**src/rtl/mem_arbiter_pkg.sv**
```systemverilog
`default_nettype none
// ==========================================================================
// mem_arbiter_pkg : shared types and constants for the unified-bus arbiter
// Rev 1.0
// ==========================================================================
package mem_arbiter_pkg;

    localparam int XLEN   = 64;
    localparam int ILEN   = 32;
    localparam int STRB_W = 8;

    typedef enum logic [1:0] {
        ST_IDLE  = 2'd0,
        ST_ISSUE = 2'd1,
        ST_WAIT  = 2'd2,
        ST_RESP  = 2'd3
    } arb_state_t;

    typedef enum logic {
        OWN_I = 1'b0,
        OWN_D = 1'b1
    } owner_t;

    function automatic logic [XLEN-1:0] align8(input logic [XLEN-1:0] addr);
        return addr & ~XLEN'(7);
    endfunction

endpackage
`default_nettype wire

```
**src/rtl/mem_arb_timeout.sv**
```systemverilog
`default_nettype none
// ==========================================================================
// mem_arb_timeout : response-timeout counter with single-cycle expiry flag
// Rev 1.0
// ==========================================================================
module mem_arb_timeout #(
    parameter int TIMEOUT_CYCLES = 255
) (
    input  logic clk,
    input  logic rst_n,
    input  logic i_clear,
    input  logic i_enable,
    output logic o_expired
);

    localparam int CNT_W = $clog2(TIMEOUT_CYCLES + 1);
    localparam logic [CNT_W-1:0] c_expire_at = CNT_W'(TIMEOUT_CYCLES - 2);

    logic [CNT_W-1:0] r_cnt;
    logic             w_expired;

    // The grant cycle counts toward the budget, so the fault response lands
    // exactly TIMEOUT_CYCLES cycles after the grant.
    assign w_expired = i_enable && (r_cnt == c_expire_at);
    assign o_expired = w_expired;

    always_ff @(posedge clk or negedge rst_n) begin
        if (!rst_n) begin
            r_cnt <= '0;
        end else if (i_clear) begin
            r_cnt <= '0;
        end else if (i_enable && !w_expired) begin
            r_cnt <= r_cnt + CNT_W'(1);
        end
    end

endmodule
`default_nettype wire

```
**src/rtl/mem_arbiter.sv**
```systemverilog
`default_nettype none
// ==========================================================================
// mem_arbiter : fetch/data arbiter for the unified memory bus
// Rev 1.0
// ==========================================================================
import mem_arbiter_pkg::*;

module mem_arbiter #(
    parameter int D_BURST_MAX    = 4,
    parameter int TIMEOUT_CYCLES = 255
) (
    input  logic              CLK,
    input  logic              RESET,
    input  logic              I_REQ,
    input  logic [XLEN-1:0]   I_ADDR,
    input  logic              I_ABORT,
    output logic              I_DONE,
    output logic [ILEN-1:0]   I_RDATA,
    output logic              I_ERR,
    input  logic              D_REQ,
    input  logic              D_WE,
    input  logic [XLEN-1:0]   D_ADDR,
    input  logic [XLEN-1:0]   D_WDATA,
    input  logic [STRB_W-1:0] D_WSTRB,
    output logic              D_DONE,
    output logic [XLEN-1:0]   D_RDATA,
    output logic              D_ERR,
    output logic              BUS_REQ,
    output logic              BUS_WE,
    output logic [XLEN-1:0]   BUS_ADDR,
    output logic [XLEN-1:0]   BUS_WDATA,
    output logic [STRB_W-1:0] BUS_WSTRB,
    input  logic              BUS_READY,
    input  logic              BUS_RVALID,
    input  logic [XLEN-1:0]   BUS_RDATA,
    input  logic              BUS_ERR
);

    localparam int c_burst_w = $clog2(D_BURST_MAX + 1);
    localparam logic [c_burst_w-1:0] c_burst_max = c_burst_w'(D_BURST_MAX);

    arb_state_t           r_state;
    owner_t               r_owner;
    logic                 r_abort;
    logic                 r_isel;
    logic [c_burst_w-1:0] r_burst_cnt;

    logic                 r_bus_req;
    logic                 r_bus_we;
    logic [XLEN-1:0]      r_bus_addr;
    logic [XLEN-1:0]      r_bus_wdata;
    logic [STRB_W-1:0]    r_bus_wstrb;

    logic                 r_i_done;
    logic                 r_i_err;
    logic [ILEN-1:0]      r_i_rdata;
    logic                 r_d_done;
    logic                 r_d_err;
    logic [XLEN-1:0]      r_d_rdata;

    logic                 w_d_win;
    logic                 w_i_win;
    logic                 w_grant;
    logic                 w_busy;
    logic                 w_expired;
    logic                 w_rsp;
    logic                 w_finish;
    logic                 w_fin_err;
    logic [XLEN-1:0]      w_fin_data;
    logic                 w_abort_now;

    assign w_d_win  = D_REQ && !(I_REQ && (r_burst_cnt == c_burst_max));
    assign w_i_win  = !w_d_win && I_REQ && !I_ABORT;
    assign w_grant  = (r_state == ST_IDLE) && (w_d_win || w_i_win);
    assign w_busy   = (r_state == ST_ISSUE) || (r_state == ST_WAIT);

    // RVALID only counts after READY moved us to WAIT; a real response beats
    // a coincident timeout.
    assign w_rsp       = (r_state == ST_WAIT) && BUS_RVALID;
    assign w_finish    = w_rsp || (w_busy && w_expired);
    assign w_fin_err   = w_rsp ? BUS_ERR : 1'b1;
    assign w_fin_data  = w_rsp ? BUS_RDATA : '0;
    assign w_abort_now = r_abort || (I_ABORT && (r_owner == OWN_I));

    mem_arb_timeout #(
        .TIMEOUT_CYCLES (TIMEOUT_CYCLES)
    ) u_timeout (
        .clk       (CLK),
        .rst_n     (RESET),
        .i_clear   (w_grant),
        .i_enable  (w_busy),
        .o_expired (w_expired)
    );

    always_ff @(posedge CLK or negedge RESET) begin
        if (!RESET) begin
            r_state     <= ST_IDLE;
            r_owner     <= OWN_I;
            r_abort     <= 1'b0;
            r_isel      <= 1'b0;
            r_burst_cnt <= '0;
            r_bus_req   <= 1'b0;
            r_bus_we    <= 1'b0;
            r_bus_addr  <= '0;
            r_bus_wdata <= '0;
            r_bus_wstrb <= '0;
            r_i_done    <= 1'b0;
            r_i_err     <= 1'b0;
            r_i_rdata   <= '0;
            r_d_done    <= 1'b0;
            r_d_err     <= 1'b0;
            r_d_rdata   <= '0;
        end else begin
            r_i_done  <= 1'b0;
            r_i_err   <= 1'b0;
            r_i_rdata <= '0;
            r_d_done  <= 1'b0;
            r_d_err   <= 1'b0;
            r_d_rdata <= '0;

            case (r_state)
                ST_IDLE: begin
                    if (w_d_win && I_REQ) begin
                        if (r_burst_cnt != c_burst_max) begin
                            r_burst_cnt <= r_burst_cnt + c_burst_w'(1);
                        end
                    end else if (w_i_win || !I_REQ) begin
                        r_burst_cnt <= '0;
                    end

                    if (w_d_win) begin
                        r_owner     <= OWN_D;
                        r_bus_addr  <= align8(D_ADDR);
                        r_bus_we    <= D_WE;
                        r_bus_wdata <= D_WDATA;
                        r_bus_wstrb <= D_WSTRB;
                        r_bus_req   <= 1'b1;
                        r_abort     <= 1'b0;
                        r_state     <= ST_ISSUE;
                    end else if (w_i_win) begin
                        r_owner     <= OWN_I;
                        r_bus_addr  <= align8(I_ADDR);
                        r_isel      <= I_ADDR[2];
                        r_bus_we    <= 1'b0;
                        r_bus_wdata <= '0;
                        r_bus_wstrb <= '1;
                        r_bus_req   <= 1'b1;
                        r_abort     <= 1'b0;
                        r_state     <= ST_ISSUE;
                    end
                end
                ST_ISSUE: begin
                    if (I_ABORT && (r_owner == OWN_I)) begin
                        r_abort <= 1'b1;
                    end
                    if (w_expired) begin
                        r_bus_req <= 1'b0;
                        r_state   <= ST_RESP;
                    end else if (BUS_READY) begin
                        r_bus_req <= 1'b0;
                        r_state   <= ST_WAIT;
                    end
                end
                ST_WAIT: begin
                    if (I_ABORT && (r_owner == OWN_I)) begin
                        r_abort <= 1'b1;
                    end
                    if (w_finish) begin
                        r_state <= ST_RESP;
                    end
                end
                ST_RESP: begin
                    r_abort <= 1'b0;
                    r_state <= ST_IDLE;
                end
                default: r_state <= ST_IDLE;
            endcase

            if (w_finish) begin
                if (r_owner == OWN_D) begin
                    r_d_done  <= 1'b1;
                    r_d_err   <= w_fin_err;
                    r_d_rdata <= w_fin_data;
                end else if (!w_abort_now) begin
                    r_i_done  <= 1'b1;
                    r_i_err   <= w_fin_err;
                    r_i_rdata <= r_isel ? w_fin_data[XLEN-1:ILEN] : w_fin_data[ILEN-1:0];
                end
            end
        end
    end

    assign BUS_REQ   = r_bus_req;
    assign BUS_WE    = r_bus_we;
    assign BUS_ADDR  = r_bus_addr;
    assign BUS_WDATA = r_bus_wdata;
    assign BUS_WSTRB = r_bus_wstrb;
    assign I_DONE    = r_i_done;
    assign I_ERR     = r_i_err;
    assign I_RDATA   = r_i_rdata;
    assign D_DONE    = r_d_done;
    assign D_ERR     = r_d_err;
    assign D_RDATA   = r_d_rdata;

endmodule
`default_nettype wire

```
**config.mk**
```make
export PLATFORM = sky130hd
export DESIGN_NAME = mem_arbiter
export DESIGN_NICKNAME = d
export VERILOG_FILES = /design/src/rtl/mem_arbiter_pkg.sv /design/src/rtl/mem_arb_timeout.sv /design/src/rtl/mem_arbiter.sv
export SDC_FILE = /design/constraint.sdc
export NUM_CORES = 1
export LEC_CHECK = 0
export ABC_CLOCK_PERIOD_IN_PS = 3000
export CAP_MARGIN = 5
export CORE_AREA = 2 2 196 198
export CTS_CLUSTER_SIZE = 12
export DETAILED_ROUTE_END_ITERATION = 8
export DIE_AREA = 0 0 198 200
export PLACE_DENSITY = 0.69
export SLEW_MARGIN = 25
export SYNTH_ARGS = -nofsm -noshare
export SYNTH_HDL_FRONTEND = slang
export SYNTH_SLANG_ARGS = --single-unit
export TNS_END_PERCENT = 20
```
**constraint.sdc**
```tcl
create_clock -name CLK -period 3 [get_ports CLK]
set_input_delay 0.6 -clock CLK [delete_from_list [all_inputs] [get_ports CLK]]
set_output_delay 0.6 -clock CLK [all_outputs]
set_load 0.02 [all_outputs]
```
**Word level (Yosys, flattened, before mapping)**

Index checks and enable logic that the tools add are counted.

- Logic and storage cells: 111
- Input port bits: 273
- Flip-flop bits (word level): 254

- Eq/ne operators: 11
- Muxes and demuxes: 46
- Reductions and logical operators: 33
- Bitwise operators: 2
- Add/sub/neg operators: 2

Operators by type and width:

| operator | count |
|---|---|
| $mux 64 | 7 |
| $mux 32 | 4 |
| $mux 8 | 4 |
| $mux 1 | 20 |
| $reduce_and 3->1 | 4 |
| $logic_and 1x1->1 | 11 |
| $mux 2 | 5 |
| $mux 3 | 3 |
| $add 8x1->8 const B | 1 |
| $eq 8x8->1 const B | 1 |
| $pmux 2 s4 | 1 |
| $reduce_bool 2->1 | 4 |
| $ne 3x3->1 const B | 2 |
| $logic_not 1->1 | 5 |
| $logic_or 1x1->1 | 5 |
| $eq 2x2->1 const B | 2 |
| $ne 2x1->1 const B | 2 |
| $reduce_and 2->1 | 2 |
| $add 3x1->3 const B | 1 |
| $eq 3x3->1 const B | 1 |
| $ne 3x2->1 const B | 1 |
| $pmux 1 s3 | 1 |
| $eq 2x1->1 const B | 1 |
| $logic_not 2->1 | 1 |
| other kinds (4) | 5 |

**Longest topological paths before layout**

- Depth after elaboration: 10
- Mapped depth: 11
- Mapped depth without buffers: 6

**Modules after synthesis**

A second synthesis with hierarchy kept.

- Cells, all modules: 976
- Area, all modules: 11,036.8 um^2

By module, submodules not included:

| module | area an instance (um^2) | instances | seq. area each (um^2) | cells each |
|---|---|---|---|---|
| mem_arbiter | 10,547.6 | 1 | 6,080.8 | 929 |
| mem_arb_timeout | 489.2 | 1 | 200.2 | 47 |

**Least setup slack after synthesis**

No wires, ideal clock.

- Kind: reg2reg
- Start: register r_state[0]
- End: register r_bus_addr[62], in the netlist BUS_ADDR[62]
- Data arrival time: 1.735 ns
- Path buffers: 5
- Data required time: 2.877 ns
- Stages on the path, launching flop included: 12
- Slack: 1.142 ns
- Library setup time: 0.123 ns
- Path through: dfrtp_1 -> inv_1 -> ha_1 -> buf_2 -> and3b_1 -> buf_6 -> a31o_1 -> buf_2 -> buf_6 -> buf_6 -> nor2_1 -> a21oi_1

- Longest elaborated chain between the ends: 2

RTL lines:

| element | RTL line | RTL |
|---|---|---|
| start, declared | mem_arbiter.sv:42 | `arb_state_t r_state;` |
| start signal, assigned | mem_arbiter.sv:97 | `r_state <= ST_IDLE;` |
| start signal, assigned | mem_arbiter.sv:139 | `r_state <= ST_ISSUE;` |
| start signal, assigned | mem_arbiter.sv:149 | `r_state <= ST_ISSUE;` |
| $logic_not 2->1 | mem_arbiter.sv:121 | `case (r_state)` |
| $reduce_and 2->1 (no line) | -- |  |
| end signal, assigned | mem_arbiter.sv:133 | `r_bus_addr <= align8(D_ADDR);` |
| end signal, assigned | mem_arbiter.sv:142 | `r_bus_addr <= align8(I_ADDR);` |
| end, declared | mem_arbiter.sv:50 | `logic [XLEN-1:0] r_bus_addr;` |

No other way between the ends.
A chain may end at the register's enable or synchronous reset.

**Worst setup path after layout**

- Start: register r_bus_wdata[62], in the netlist BUS_WDATA[62]
- End: output BUS_WDATA[62]

RTL lines:

| element | RTL line | RTL |
|---|---|---|
| start, declared | mem_arbiter.sv:51 | `logic [XLEN-1:0] r_bus_wdata;` |
| start signal, assigned | mem_arbiter.sv:105 | `r_bus_wdata <= '0;` |
| start signal, assigned | mem_arbiter.sv:135 | `r_bus_wdata <= D_WDATA;` |
| start signal, assigned | mem_arbiter.sv:145 | `r_bus_wdata <= '0;` |
| end, declared | mem_arbiter.sv:31 | `output logic [XLEN-1:0] BUS_WDATA,` |

No word-level cell between the ends.

==> flow_metrics.tcl <==
set metrics [dict create \
    worstHoldPathType "input pin to asynchronous set/reset pin" \
    critPathTopFamily "buffers and inverters" \
    postSynthRegisterBits 251 \
    grt_pass1_vias 8837 \
    synth_enable_flop_cells 0 \
    layout_min_cycle_time_ns 2.19 \
    area_delta_synth_final_pct 65.4 \
    finalHoldViolations 0 \
    clkLatencyLatePin_ns 0.57 \
    floorplan.initialDensity_pct 27.2 \
    gp_congestion 0.775 \
    synth.lib_cells_used.distinct 45 \
    fp.dieH_um 200 \
    clockBufferDepth 3 \
    internal-power_mw 9.69 \
    report.final.slew_viol_count 0 \
    critPathRequiredTime_ns 2.40 \
    final_nets 1715 \
    cpMaxStageDelayCell "sky130_fd_sc_hd__clkdlybuf4s50_1" \
    grt_setup_unrepaired "false" \
    clock-skew-final_ns 0.0315 \
    power.sequential.fraction_pct 33.4 \
    drt-wirelength-per-cell_um 17.2 \
    worst-slew-pin-transition_ns 0.616 \
    min_period_over_period_pct 73.0 \
    row_count 71 \
    antenna_violations_before_repair 3 \
    timing.setup.tns_ns 0 \
    timing.critical_path.cells "clkdlybuf4s50_1" \
    numPortBuffers 502 \
    post_cts_buffers 0 \
    start_kind "flop" \
    grt_overflow_total 0 \
    critical_path.endpoint_type "primary output" \
    remaining_drcs 0 \
    cts.repair.resized 0 \
    switching_power_mw 5.46 \
    grt_first_pass_wirelength_um 50100 \
    detailedRoute.firstIterationViolations 335 \
    detail-route-antenna-nets 0 \
    numClockSinks 251 \
    final.hold.worst_slack_ns 0.0248 \
    post_dp_cell_area_mm2 0.0158 \
    total_detailed_routing_wirelength_um 33800 \
    grt_max_degree 73 \
    synth_seq_area_share_pct 61.7 \
    tritoncts "yes" \
    cts_root_buf "sky130_fd_sc_hd__clkbuf_16" \
    synthesis.area_per_instance_um2 10.8 \
    power_switching_share_pct 36.1 \
    fillCellCount 3490 \
    vias_per_cell 4.36 \
    cts-buffers-inserted 29 \
    cts_hold_buffers 0 \
    multi_input_comb_area_mm2 0.00352 \
    detailedRoute.firstPassIterationCount 4 \
    post-route-cell-area_mm2 0.0168 \
    grt_usage_pct 16.3 \
    floorplan.core_area_mm2 0.0374 \
    htree_num_levels 1 \
    combinationalPowerShare_pct 41.9 \
    critical_path_buf_inv_count 1 \
    power.static_leakage_nw 7.35 \
    post_route_cells_drive_above_1_share_pct 5.70 \
    synthArstFlopShare_pct 100 \
    post_dp_hpwl_um 25200 \
    regArea_mm2 0.00628 \
    ys.flop_type "sky130_fd_sc_hd__dfrtp_1" \
    outcome "completed" \
    vdd_ir_drop_max_v 0.000469 \
    worst_slew_margin_rel_pct 58.9 \
    critPathMaxStageDelay_ns 0.66 \
    route.vias.total 8587 \
    max_clock_freq_mhz 457 \
    power_mw 15.1 \
    post_synthesis_cell_count 941 \
    die_area_mm2 0.0396 \
    ios 511 \
    power_frac_clock_pct 24.7 \
    crit_type "flop to primary output" \
    setup-violations-final 0 \
    timing.critical_path.arrival_ns 1.59 \
    worst_setup_hold_path_clk_slew_ns 0.07 \
    synthesis.yosys.warnings 0 \
    die_outline_width_um 198 \
    path_max_fanout 2 \
    synthesis.area_mm2 0.0102 \
    max_cap_viol_count 0 \
    pwr_density_cell_mw_per_mm2 900 \
]
==> sequential cells by signal, summed over array words and instances, names as in the netlist, 2 cells and up <==
name,count
BUS_ADDR,61
BUS_WDATA,64
BUS_WSTRB,8
D_RDATA,64
I_RDATA,32
r_burst_cnt,3
r_state,2
u_timeout.r_cnt,8
==> power groups by stage <==
stage               clock network [mW]  registers, mW  logic [mW]
floorplan                            0           6.22        2.15
global placement                     0           5.07        6.31
detailed placement                   0           5.12        6.42
CTS                               3.86           5.07        6.44
global route                      4.00           5.19        6.85
finish                            3.75           5.06        6.34
==> worst reg2reg max path, cell delays in order, from the launching register on <==
cell	delay, ns
sky130_fd_sc_hd__dfrtp_1	0.41
sky130_fd_sc_hd__inv_1	0.09
sky130_fd_sc_hd__ha_1	0.20
sky130_fd_sc_hd__nand3_2	0.16
sky130_fd_sc_hd__nand2_4	0.37
sky130_fd_sc_hd__buf_12	0.31
sky130_fd_sc_hd__mux2i_1	0.27
sky130_fd_sc_hd__a21oi_1	0.09
==> logic make-up (layout without fill, tap and decap cells) <==
kind of cell	Yosys count	count (layout)	synth area share, %
AO/OA/AOI/OAI	159	159	8.37
XOR/XNOR	6	6	0.516
adder cells (fa/ha/maj)	7	7	0.861
buffers and inverters	78	592	4.05
flip-flops	251	251	61.7
multiplexers	98	98	9.68
other	1	5	0.0369
AND/OR/NAND/NOR	341	341	14.8
==> final cells by class <==
cell class	instances	area share [%]
multi-input cells	614	20.9
well taps	511	3.80
clock buffers	44	5.24
repair buffers	526	31.6
inverters	13	0.290
flip-flops and latches	251	37.3
clock inverters	9	0.795
diodes	2	0.0297
==> layout by cell type, fill, tap and decap left out, types with 4 or more instances in the layout <==
cell / Yosys / routed
sky130_fd_sc_hd__clkdlybuf4s50_1: 0 / 501
sky130_fd_sc_hd__dfrtp_1: 251 / 250
sky130_fd_sc_hd__nand2_1: 143 / 142
sky130_fd_sc_hd__nor2_1: 110 / 110
sky130_fd_sc_hd__mux2i_1: 95 / 95
sky130_fd_sc_hd__o21ai_0: 75 / 75
sky130_fd_sc_hd__a21oi_1: 66 / 66
sky130_fd_sc_hd__and2_1: 64 / 64
sky130_fd_sc_hd__clkbuf_16: 0 / 29
sky130_fd_sc_hd__buf_4: 3 / 15
sky130_fd_sc_hd__inv_1: 13 / 13
sky130_fd_sc_hd__clkbuf_8: 0 / 10
sky130_fd_sc_hd__buf_12: 0 / 9
sky130_fd_sc_hd__ha_1: 7 / 7
sky130_fd_sc_hd__nand4_1: 5 / 5
sky130_fd_sc_hd__clkbuf_1: 32 / 5
sky130_fd_sc_hd__xor2_1: 4 / 4
==> synthesized netlist by cell type (all sizes together), types with 3 or more instances <==
master	number	area, um2
nor2	110	413
and3	4	25.0
o21ai	75	375
dfrtp	251	6280
and2	64	400
buf	33	243
nand3	5	30.0
mux2	3	33.8
nand4	5	31.3
ha	7	87.6
mux2i	95	951
a21oi	66	330
nor3	3	15.0
inv	13	48.8
xor2	4	35.0
nand2	143	537
clkbuf	32	120
a21boi	3	22.5
==> path summary, 6_finish.rpt <==
| check | slack, ns | cells after the start | end | from |
|---|---|---|---|---|
| worst min register to register | 0.48 | 1 | I_ERR$_DFF_PN0_ | r_abort$_DFFE_PN0P_ |
| worst max-delay path | 0.81 | 1 | BUS_WDATA[62] | BUS_WDATA[62]$_DFFE_PN0N_ |
| worst min-delay path | 0.02 | 1 | BUS_WDATA[13]$_DFFE_PN0N_ | RESET |
| worst max register to register | 0.97 | 7 | BUS_ADDR[47]$_DFFE_PN0N_ | r_burst_cnt[0]$_DFFE_PN0P_ |
| min in group CLK | 0.48 | 1 | I_ERR$_DFF_PN0_ | r_abort$_DFFE_PN0P_ |
| max in group asynchronous | 2.19 | 2 | D_RDATA[63]$_DFF_PN0_ | RESET |
==> layer usage <==
metal,vias up,GRT usage (%),share of wire [%]
met5,-,0,0.077
met4,4,5.29,2.4
met3,53,6.03,10
met2,365,28.6,49
met1,4065,18.5,38
li1,4100,-,-
==> per-stage QoR <==
stage	utilization [%]	setup slack [ns]	cells
3_5_place_dp	42.3	0.371	1915
2_1_floorplan	-	1.14	943
6_report	45.0	0.811	1970
5_1_grt	45.0	0.740	1969
3_3_place_gp	42.3	0.438	1915
4_1_cts	45.0	0.745	1968
Power figures use the tool's default switching activity.
